===== config.mk =====
export PLATFORM = sky130hd
export DESIGN_NAME = seq_datapath
export DESIGN_NICKNAME = d
export VERILOG_FILES = /design/src/rtl/seq_datapath_pkg.sv /design/src/rtl/seq_datapath_alu.sv /design/src/rtl/seq_datapath.sv
export SDC_FILE = /design/constraint.sdc
export NUM_CORES = 2
export LEC_CHECK = 0
export CORE_MARGIN = 1
export CORE_UTILIZATION = 24
export CTS_CLUSTER_SIZE = 12
export DETAILED_ROUTE_END_ITERATION = 10
export PLACE_DENSITY = 0.39
export SLEW_MARGIN = 30
export SYNTH_ARGS = -nofsm -noshare
export SYNTH_HDL_FRONTEND = slang
export SYNTH_HIERARCHICAL = 1
export SYNTH_SLANG_ARGS = --single-unit

===== constraint.sdc =====
create_clock -name clock -period 12.3 [get_ports clock]
set_input_delay 1.23 -clock clock [delete_from_list [all_inputs] [get_ports clock]]
set_output_delay 1.23 -clock clock [all_outputs]
set_load 0.01 [all_outputs]

===== src/rtl/seq_datapath_pkg.sv =====
// -----------------------------------------------------------------------------
// seq_datapath_pkg
// Shared types and helpers for the self-sequencing datapath:
//   op_t     - 4-bit operation code
//   state_t  - micro-step FSM state
//   C2_*     - BRCHK condition-select encodings
//   sext()   - sign extension from an arbitrary width up to MAX_W bits
// Optional feature macro used by importers: SEQ_DATAPATH_MUL_EN
// -----------------------------------------------------------------------------
package seq_datapath_pkg;

    localparam int MAX_W = 64;

    typedef enum logic [3:0] {
        OP_ADD   = 4'd0,
        OP_SUB   = 4'd1,
        OP_AND   = 4'd2,
        OP_OR    = 4'd3,
        OP_SHR   = 4'd4,
        OP_SHL   = 4'd5,
        OP_ROR   = 4'd6,
        OP_ROL   = 4'd7,
        OP_ADDI  = 4'd8,
        OP_MUL   = 4'd9,
        OP_MFHI  = 4'd10,
        OP_MFLO  = 4'd11,
        OP_BRCHK = 4'd12,
        OP_OUT   = 4'd13,
        OP_ILL14 = 4'd14,
        OP_ILL15 = 4'd15
    } op_t;

    typedef enum logic [2:0] {
        ST_IDLE = 3'd0,
        ST_T1   = 3'd1,
        ST_T2   = 3'd2,
        ST_T3   = 3'd3,
        ST_RSP  = 3'd4
    } state_t;

    localparam logic [1:0] C2_ZERO = 2'b00;
    localparam logic [1:0] C2_NZ   = 2'b01;
    localparam logic [1:0] C2_GE   = 2'b10;
    localparam logic [1:0] C2_LT   = 2'b11;

    // Replicates bit w-1 of v into every bit at or above w.
    function automatic logic [MAX_W-1:0] sext(input logic [MAX_W-1:0] v, input int w);
        logic [MAX_W-1:0] r;
        for (int i = 0; i < MAX_W; i++) begin
            r[i] = (i < w) ? v[i] : v[w-1];
        end
        return r;
    endfunction

endpackage


===== src/rtl/seq_datapath_alu.sv =====
// -----------------------------------------------------------------------------
// seq_datapath_alu
// Purely combinational operation unit for seq_datapath.
// Ports:
//   a   in  DATA_W  first operand (Y, i.e. Rb)
//   b   in  DATA_W  second operand (Rc, sign-extended immediate, HI or LO)
//   op  in  op_t    operation
//   lo  out DATA_W  result word (lower product half for MUL)
//   hi  out DATA_W  upper product half (only with SEQ_DATAPATH_MUL_EN)
// MFHI/MFLO pass b through, BRCHK/OUT pass a through, illegal ops give 0.
// -----------------------------------------------------------------------------
module seq_datapath_alu
    import seq_datapath_pkg::*;
#(
    parameter int DATA_W = 32
) (
    input  logic [DATA_W-1:0] a,
    input  logic [DATA_W-1:0] b,
    input  op_t               op,
`ifdef SEQ_DATAPATH_MUL_EN
    output logic [DATA_W-1:0] hi,
`endif
    output logic [DATA_W-1:0] lo
);

    localparam int SH_W = $clog2(DATA_W);

    logic [SH_W-1:0]     shamt;
    logic [2*DATA_W-1:0] rot_r;
    logic [2*DATA_W-1:0] rot_l;

    assign shamt = b[SH_W-1:0];
    // Rotates shift a doubled copy so the wrapped bits fall into place.
    assign rot_r = {a, a} >> shamt;
    assign rot_l = {a, a} << shamt;

`ifdef SEQ_DATAPATH_MUL_EN
    logic [2*DATA_W-1:0] prod;
    // Signed product: sign-extend both operands to 2*DATA_W, keep low half.
    assign prod = {{DATA_W{a[DATA_W-1]}}, a} * {{DATA_W{b[DATA_W-1]}}, b};
`endif

    always_comb begin
        lo = '0;
`ifdef SEQ_DATAPATH_MUL_EN
        hi = '0;
`endif
        case (op)
            OP_ADD, OP_ADDI:  lo = a + b;
            OP_SUB:           lo = a - b;
            OP_AND:           lo = a & b;
            OP_OR:            lo = a | b;
            OP_SHR:           lo = a >> shamt;
            OP_SHL:           lo = a << shamt;
            OP_ROR:           lo = rot_r[DATA_W-1:0];
            OP_ROL:           lo = rot_l[2*DATA_W-1:DATA_W];
            OP_BRCHK, OP_OUT: lo = a;
`ifdef SEQ_DATAPATH_MUL_EN
            OP_MUL: begin
                lo = prod[DATA_W-1:0];
                hi = prod[2*DATA_W-1:DATA_W];
            end
            OP_MFHI, OP_MFLO: lo = b;
`endif
            default:          lo = '0;
        endcase
    end

endmodule


===== src/rtl/seq_datapath.sv =====
// -----------------------------------------------------------------------------
// seq_datapath
// Self-sequencing register-transfer datapath. One command is executed at a
// time through the micro-steps IDLE -> T1 -> T2 -> T3 -> RSP.
// Ports:
//   clock        in   rising-edge clock
//   clear        in   asynchronous active-low reset
//   cmd_valid    in   command present
//   cmd_ready    out  high in IDLE; command accepted when high with cmd_valid
//   cmd_op       in   operation code (op_t)
//   cmd_ra/rb/rc in   destination / source A / source B register index
//   cmd_imm      in   immediate, sign-extended to DATA_W
//   cmd_c2       in   BRCHK condition select
//   rsp_valid    out  result available, held until taken with rsp_ready
//   rsp_ready    in   consumer takes result
//   rsp_data     out  result word
//   rsp_flag     out  BRCHK outcome (0 for other ops)
//   rsp_err      out  illegal op
//   out_port     out  out-port register
//   con_out      out  latched condition flag
//   fsm_state    out  current micro-step, for observation
// Handshakes: a transfer happens on a rising edge where valid and ready are
// both high; valid holds its payload stable until that edge, and ready may be
// asserted independently of valid.
// Macro SEQ_DATAPATH_MUL_EN adds HI/LO, MUL, MFHI and MFLO; without it ops
// 9-11 are reported as illegal.
// -----------------------------------------------------------------------------
module seq_datapath
    import seq_datapath_pkg::*;
#(
    parameter int DATA_W = 32,
    parameter int NREGS  = 16,
    parameter int IMM_W  = 19,
    localparam int AW    = $clog2(NREGS)
) (
    input  logic              clock,
    input  logic              clear,
    input  logic              cmd_valid,
    output logic              cmd_ready,
    input  logic [3:0]        cmd_op,
    input  logic [AW-1:0]     cmd_ra,
    input  logic [AW-1:0]     cmd_rb,
    input  logic [AW-1:0]     cmd_rc,
    input  logic [IMM_W-1:0]  cmd_imm,
    input  logic [1:0]        cmd_c2,
    output logic              rsp_valid,
    input  logic              rsp_ready,
    output logic [DATA_W-1:0] rsp_data,
    output logic              rsp_flag,
    output logic              rsp_err,
    output logic [DATA_W-1:0] out_port,
    output logic              con_out,
    output state_t            fsm_state
);

    state_t              state;
    op_t                 op_q;
    logic [AW-1:0]       ra_q;
    logic [AW-1:0]       rb_q;
    logic [AW-1:0]       rc_q;
    logic [IMM_W-1:0]    imm_q;
    logic [1:0]          c2_q;
    logic [DATA_W-1:0]   regs [NREGS];
    logic [DATA_W-1:0]   y_q;
    logic [DATA_W-1:0]   z_q;
    logic [DATA_W-1:0]   imm_ext;
    logic [DATA_W-1:0]   opnd_b;
    logic [DATA_W-1:0]   alu_lo;
    logic                legal;
    logic                writes_ra;
    logic                cond;

`ifdef SEQ_DATAPATH_MUL_EN
    logic [DATA_W-1:0]   zh_q;
    logic [DATA_W-1:0]   hi_q;
    logic [DATA_W-1:0]   lo_q;
    logic [DATA_W-1:0]   alu_hi;
`endif

    assign cmd_ready = (state == ST_IDLE);
    assign fsm_state = state;
    assign imm_ext   = DATA_W'(sext(MAX_W'(imm_q), IMM_W));

    // R0 always reads as zero regardless of register contents.
    function automatic logic [DATA_W-1:0] rd(input logic [AW-1:0] idx);
        return (idx == '0) ? '0 : regs[idx];
    endfunction

    // Second operand chosen during T2.
    always_comb begin
        opnd_b = rd(rc_q);
        case (op_q)
            OP_ADDI: opnd_b = imm_ext;
`ifdef SEQ_DATAPATH_MUL_EN
            OP_MFHI: opnd_b = hi_q;
            OP_MFLO: opnd_b = lo_q;
`endif
            default: opnd_b = rd(rc_q);
        endcase
    end

    always_comb begin
        legal     = 1'b1;
        writes_ra = 1'b0;
        case (op_q)
            OP_ADD, OP_SUB, OP_AND, OP_OR,
            OP_SHR, OP_SHL, OP_ROR, OP_ROL, OP_ADDI: writes_ra = 1'b1;
`ifdef SEQ_DATAPATH_MUL_EN
            OP_MFHI, OP_MFLO:                         writes_ra = 1'b1;
            OP_MUL:                                   legal     = 1'b1;
`endif
            OP_BRCHK, OP_OUT:                         legal     = 1'b1;
            default:                                  legal     = 1'b0;
        endcase
    end

    // BRCHK condition evaluated on Z, which holds Rb by T3.
    always_comb begin
        cond = 1'b0;
        case (c2_q)
            C2_ZERO: cond = (z_q == '0);
            C2_NZ:   cond = (z_q != '0);
            C2_GE:   cond = ~z_q[DATA_W-1];
            C2_LT:   cond = z_q[DATA_W-1];
            default: cond = 1'b0;
        endcase
    end

    seq_datapath_alu #(
        .DATA_W(DATA_W)
    ) u_alu (
        .a  (y_q),
        .b  (opnd_b),
        .op (op_q),
`ifdef SEQ_DATAPATH_MUL_EN
        .hi (alu_hi),
`endif
        .lo (alu_lo)
    );

    always_ff @(posedge clock or negedge clear) begin
        if (!clear) begin
            state     <= ST_IDLE;
            op_q      <= OP_ADD;
            ra_q      <= '0;
            rb_q      <= '0;
            rc_q      <= '0;
            imm_q     <= '0;
            c2_q      <= '0;
            y_q       <= '0;
            z_q       <= '0;
            rsp_valid <= 1'b0;
            rsp_data  <= '0;
            rsp_flag  <= 1'b0;
            rsp_err   <= 1'b0;
            out_port  <= '0;
            con_out   <= 1'b0;
            for (int i = 0; i < NREGS; i++) begin
                regs[i] <= '0;
            end
`ifdef SEQ_DATAPATH_MUL_EN
            zh_q      <= '0;
            hi_q      <= '0;
            lo_q      <= '0;
`endif
        end else begin
            case (state)
                ST_IDLE: begin
                    if (cmd_valid) begin
                        op_q  <= op_t'(cmd_op);
                        ra_q  <= cmd_ra;
                        rb_q  <= cmd_rb;
                        rc_q  <= cmd_rc;
                        imm_q <= cmd_imm;
                        c2_q  <= cmd_c2;
                        state <= ST_T1;
                    end
                end
                ST_T1: begin
                    y_q   <= rd(rb_q);
                    state <= ST_T2;
                end
                ST_T2: begin
                    z_q   <= alu_lo;
`ifdef SEQ_DATAPATH_MUL_EN
                    zh_q  <= alu_hi;
`endif
                    state <= ST_T3;
                end
                ST_T3: begin
                    rsp_valid <= 1'b1;
                    rsp_flag  <= 1'b0;
                    rsp_err   <= 1'b0;
                    rsp_data  <= '0;
                    if (!legal) begin
                        rsp_err <= 1'b1;
                    end else if (writes_ra) begin
                        // Writes to R0 are dropped but still reported.
                        if (ra_q != '0) begin
                            regs[ra_q] <= z_q;
                        end
                        rsp_data <= z_q;
                    end else if (op_q == OP_BRCHK) begin
                        con_out  <= cond;
                        rsp_flag <= cond;
                    end else if (op_q == OP_OUT) begin
                        out_port <= z_q;
                        rsp_data <= z_q;
                    end
`ifdef SEQ_DATAPATH_MUL_EN
                    else if (op_q == OP_MUL) begin
                        hi_q     <= zh_q;
                        lo_q     <= z_q;
                        rsp_data <= z_q;
                    end
`endif
                    state <= ST_RSP;
                end
                ST_RSP: begin
                    if (rsp_ready) begin
                        rsp_valid <= 1'b0;
                        state     <= ST_IDLE;
                    end
                end
                default: state <= ST_IDLE;
            endcase
        end
    end

endmodule


== Yosys cells after proc, flatten, opt, wreduce, memory -nomap -nowiden ==
Cells that the tools add are included.
W data, S select, Z words.

* Register bits after elaboration: 684
* Input bits: 41
* Output and inout bits: 72
* Word-level logic and storage cells: 117

* $add $sub $neg: 2
* Magnitude comparators: 4
* Eq/ne operators: 19
* Shift-type cells: 4
* Mux-type cells: 29
* Bitwise gates (word level): 8
* Reduce and logical (&&, ||, !) cells: 20

{| class="wikitable"
|+ Operator list
! kind !! number
|-
| $bwmux W512 || 1
|-
| $mux W32 || 12
|-
| $pmux W32 S9 || 1
|-
| $bmux W32 S4 || 2
|-
| $demux W32 S4 || 1
|-
| $shl A64 B5 Y64 || 1
|-
| $shr A64 B5 Y32 || 1
|-
| $add A32 B32 Y32 || 1
|-
| $and A32 B32 Y32 || 1
|-
| $logic_not A32 Y1 || 1
|-
| $or A32 B32 Y32 || 1
|-
| $reduce_bool A32 Y1 || 1
|-
| $shl A32 B5 Y32 || 1
|-
| $shr A32 B5 Y32 || 1
|-
| $sub A32 B32 Y32 || 1
|-
| $eq A4 B3 Y1 const B || 4
|-
| $ge A5 B5 Y1 const B || 3
|-
| $not A4 Y5 || 3
|-
| $pmux W3 S5 || 1
|-
| $eq A4 B4 Y1 const B || 3
|-
| $logic_not A4 Y1 || 3
|-
| $reduce_or A11 Y1 || 1
|-
| $reduce_or A9 Y1 || 1
|-
| $eq A4 B2 Y1 const B || 2
|-
| other kinds (22) || 38
|}

== Longest topological paths before layout ==
* Depth in word-level cells: 8
* Depth in mapped cells: 32
* Depth with buffers taken out: 25

== Cells and area by module ==
Netlist, hierarchy kept.

{| class="wikitable"
|+ Modules (own cells, without submodules)
! module !! times used !! cells each !! area each (um^2) !! sequential area each (um^2)
|-
| seq_datapath || 1 || 2262 || 32950.4 || 16666.0
|-
| seq_datapath_alu || 1 || 1094 || 7469.7 || 0.0
|}

== Least setup slack after synthesis ==
Ideal clock, no wire load.

* Kind: register -> register
* Start point: reg rc_q[0]
* End point: reg z_q[31]
* Setup time: 0.125 ns
* Arrival: 6.509 ns
* Data required time: 12.175 ns
* Path slack: 5.667 ns
* Stages on the path, launching flop included: 31
* Buffers on the path: 7
* Period minus slack after synthesis: 6.633 ns
* Path through: dfrtp_1 buf_4 buf_4 buf_2 mux4_2 mux2i_1 o21ai_0 buf_2 buf_2 buf_2 inv_1 ha_1 nand2b_1 nor2b_4 nand2_2 or4_1 or4_4 or4_4 o21ai_1 xor2_1 ha_1 clkbuf_1 a21oi_1 nor2b_1 nor2_1 nand3b_1 or3_1 a41oi_1 xnor2_1 o21ai_0 mux2_2

* Word-level cells in the longest chain between the ends: 8
* Elaborated cells between the ends (all ways): 16
* Classes of those cells: add/sub (2); shift (4); mux (6); bitwise (3); reduce/logical (1)

{| class="wikitable"
|+ RTL lines
! item !! RTL line !! text
|-
| start: declaration || seq_datapath.sv:60 || <nowiki>logic [AW-1:0] rc_q;</nowiki>
|-
| start signal: assignment || seq_datapath.sv:173 || <nowiki>rc_q <= cmd_rc;</nowiki>
|-
| $not A4 Y5 (not written as such) || seq_datapath.sv:86 || <nowiki>return (idx == '0) ? '0 : regs[idx];</nowiki>
|-
| $bmux W32 S4 || seq_datapath.sv:86 ||
|-
| $mux W32 (not written as such) (2 in series) || seq_datapath.sv:86 ||
|-
| $mux W32 * || seq_datapath.sv:86 ||
|-
| $mux W32 * || seq_datapath.sv:92 || <nowiki>case (op_q)</nowiki>
|-
| via opnd_b[0] || seq_datapath.sv:67 || <nowiki>logic [DATA_W-1:0] opnd_b;</nowiki>
|-
| $sub A32 B32 Y32 (tied with other cells) || seq_datapath_alu.sv:50 || <nowiki>OP_SUB: lo = a - b;</nowiki>
|-
| $pmux W32 S9 * || seq_datapath_alu.sv:48 || <nowiki>case (op)</nowiki>
|-
| via alu_lo[31] || seq_datapath.sv:68 || <nowiki>logic [DATA_W-1:0] alu_lo;</nowiki>
|-
| end signal: assignment || seq_datapath.sv:184 || <nowiki>z_q <= alu_lo;</nowiki>
|-
| end: declaration || seq_datapath.sv:65 || <nowiki>logic [DATA_W-1:0] z_q;</nowiki>
|}

The timed path passes the listed nets; every way through them passes the cells marked *. The select of a mux whose other input is x is not followed.
A chain may end at the register's enable or synchronous reset.

== Worst setup path in the final report ==
Same ends and word-level chain as after synthesis.

==> results.json <==
{
  "outcome": "finished clean",
  "maxSlewHeadroom": 0.338,
  "p_per_area_nw_per_um2": 284,
  "hold_buffers": 0,
  "final_nets": 3374,
  "critPathMaxFanout": 39,
  "grt_pass1_wl_mm": 232,
  "cp.arrival_ns": 8.41,
  "die_y_microns": 412,
  "yosys.area.top_type": "dfrtp_1",
  "place_hpwl_mm": 103,
  "netlist_instances": 3356,
  "slowest_stage": "dfrtp_4",
  "cts_num_sinks": 666,
  "register_area_sq_um": 16700,
  "ys_ff_latch": 666,
  "post_cts_buffers": 0,
  "syn-num-nets": 3433,
  "maxSlewViolCount": 0,
  "antenna_found_initial": 5,
  "wirelength_mm": 160,
  "synth-edff-count": 0,
  "skew_ns": 0.0500,
  "core_area_sq_um": 167000,
  "worstSetupEndpointType": "flop",
  "grt_start_max_net_pins": 126,
  "tns_ns": 0,
  "drt-vias-per-instance": 5.29,
  "cts_buffers": 87,
  "die_w_microns": 412,
  "cts_tree": "done",
  "final_layout_size_suffix_gt1_frac": 0.365,
  "r2r_slack_ns": 4.48,
  "hold_violations": 0,
  "num_rows": 150,
  "synth_flop_cell": "dfrtp_1",
  "setup_viol": 0,
  "synth_top_area_frac": 0.412,
  "firstDrtPassIters": 5,
  "comb_power_share": 0.525,
  "p_sw_uw": 6100,
  "cp_top_family": "simple AND/OR/NAND/NOR gates",
  "required_ns": 12.90,
  "clkTransAtPathRegs_ns": 0.06,
  "fin_crit_ns": 7.82,
  "yosysWarnings": 6,
  "synthesis.area_sq_um": 40400,
  "slowest_delay_ns": 0.79,
  "wl_per_cell_microns": 28.7,
  "leakagePower_uw": 0.0203,
  "min_path_type": "flop to flop",
  "gp_congestion": 0.961,
  "maxCapViolations": 0,
  "initialDrtViolationCount": 2339,
  "rsz0062_at_grt": "no",
  "clk_path_buf_depth": 3,
  "portBuffers": 112,
  "peakVddDrop_uv": 153,
  "fillers": 17189,
  "clock-root-buffer": "clkbuf_16",
  "startpoint_type": "flop",
  "synthToLayoutAreaGrowth_pct": 15.4,
  "io_pins": 113,
  "vias": 29481,
  "yosysSeqAreaShare": 0.412,
  "postRouteAntennaNets": 0,
  "critPathKind": "flop to flop",
  "htree_levels": 3,
  "grt_pass1_vias": 29883,
  "die-area_sq_um": 170000,
  "grt_usage": 0.188,
  "async_reset_ff_frac": 1.00,
  "pwr-share-seq": 0.276,
  "overflow": 0,
  "drc_errors": 0,
  "cts-resized-gates": 0,
  "initial_core_util": 0.242,
  "place_area_sq_um": 43700,
  "dp.cells": 5411,
  "synth_cell_type_count": 85,
  "avgSynthCellArea_sq_um": 12.0,
  "fin_crit_sh": 0.636,
  "p_int_uw": 7140,
  "synthTopCellsByCount": "mux2_2 (704), dfrtp_1 (666), mux4_2 (231)",
  "swShare": 0.461,
  "clkLatencyLatePin_ns": 0.72,
  "max_freq_mhz": 128,
  "worst_pin_slew_ns": 0.989,
  "crit_buf_inv": 3,
  "fin_area_sq_um": 46700,
  "ys_top_cells_by_area": "dfrtp_1 (41%), mux2_2 (20%), mux4_2 (13%)",
  "yosysMostFrequentCell": "mux2_2",
  "p_clk_frac": 0.199,
  "instances_no_fill": 5574,
  "multiInputGateArea_sq_um": 22300
}
layout make-up:
class / count / area share
Multi-Input combinational cell: 2320 / 0.479
Inverter: 19 / 0.00153
Clock buffer: 129 / 0.0537
Tap cell: 2204 / 0.0591
Sequential cell: 666 / 0.358
Timing Repair Buffer: 203 / 0.0404
Antenna cell: 3 / 0.000161
Clock inverter: 30 / 0.00874
metal layers:
| layer | wire [microns] | vias to the layer above | GRT usage |
|---|---|---|---|
| met5 | 33 | - | 0 |
| li1 | - | 12678 | - |
| met2 | 71500 | 857 | 0.287 |
| met4 | 4240 | 6 | 0.0529 |
| met1 | 76400 | 15736 | 0.273 |
| met3 | 7870 | 204 | 0.0278 |
path summary, 6_finish.rpt:
kind | startpoint | to | cells past startpoint
max in group asynchronous | clear | rb_q[1]$_DFFE_PN0P_ | 3
min in group asynchronous | clear | regs[140]$_DFFE_PN0P_ | 1
setup reg to reg | rc_q[0]$_DFFE_PN0P_ | z_q[31]$_DFFE_PN0N_ | 27
hold reg to reg | regs[500]$_DFFE_PN0P_ | regs[500]$_DFFE_PN0P_ | 0
hold / removal | regs[500]$_DFFE_PN0P_ | regs[500]$_DFFE_PN0P_ | 0
setup / recovery | rc_q[0]$_DFFE_PN0P_ | z_q[31]$_DFFE_PN0N_ | 27
through the flow:
step	util	worst slack, ns	hold slack (ns)	total power, uW
2_1_floorplan	-	5.67	0.425	7950
3_3_place_gp	0.261	4.59	0.360	10600
3_5_place_dp	0.261	4.54	0.363	10600
4_1_cts	0.279	4.49	0.376	13300
5_1_grt	0.279	4.05	0.381	14000
6_report	0.279	4.48	0.371	13200
flip-flops by register name (all words and copies together) (netlist names), 2 cells and up:
register and count:
c2_q 2, fsm_state 3, imm_q 19, op_q 4, out_port 32, ra_q 4, rb_q 4, rc_q 4
regs 494, rsp_data 32, y_q 32, z_q 32
logic make-up (layout without fill, tap and decap cells):
group	after synthesis	after routing	share of synthesized area
adder cells (fa/ha/maj)	37	37	0.0116
AND/OR/NAND/NOR	531	531	0.0642
XOR/XNOR	55	55	0.0119
other	0	3	0
multiplexers	1070	1070	0.359
buffers and inverters	370	381	0.0409
flip-flops	666	666	0.412
AO/OA/AOI/OAI	627	627	0.100
placed cells by master, fill, tap and decap left out, types with 58 or more instances in the layout:
cell,synthesis,final
mux2_2,704,704
dfrtp_1,666,657
mux4_2,231,231
a21oi_1,193,193
nor2_1,188,187
mux2i_1,121,121
nand2_1,125,116
clkdlybuf4s50_1,0,111
o21ai_0,117,108
clkbuf_16,0,87
buf_4,14,84
o22ai_1,61,61
a221oi_1,58,58
nor4_1,60,58
power by group through the flow:
stage	registers [uW]	logic, uW	clock network, uW
floorplan	3180	4770	0
global placement	3700	6910	0
detailed placement	3690	6890	0
CTS	3660	6920	2720
global route	3760	7410	2810
finish	3660	6950	2630
Note: power is estimated with default switching activity, not from simulation.
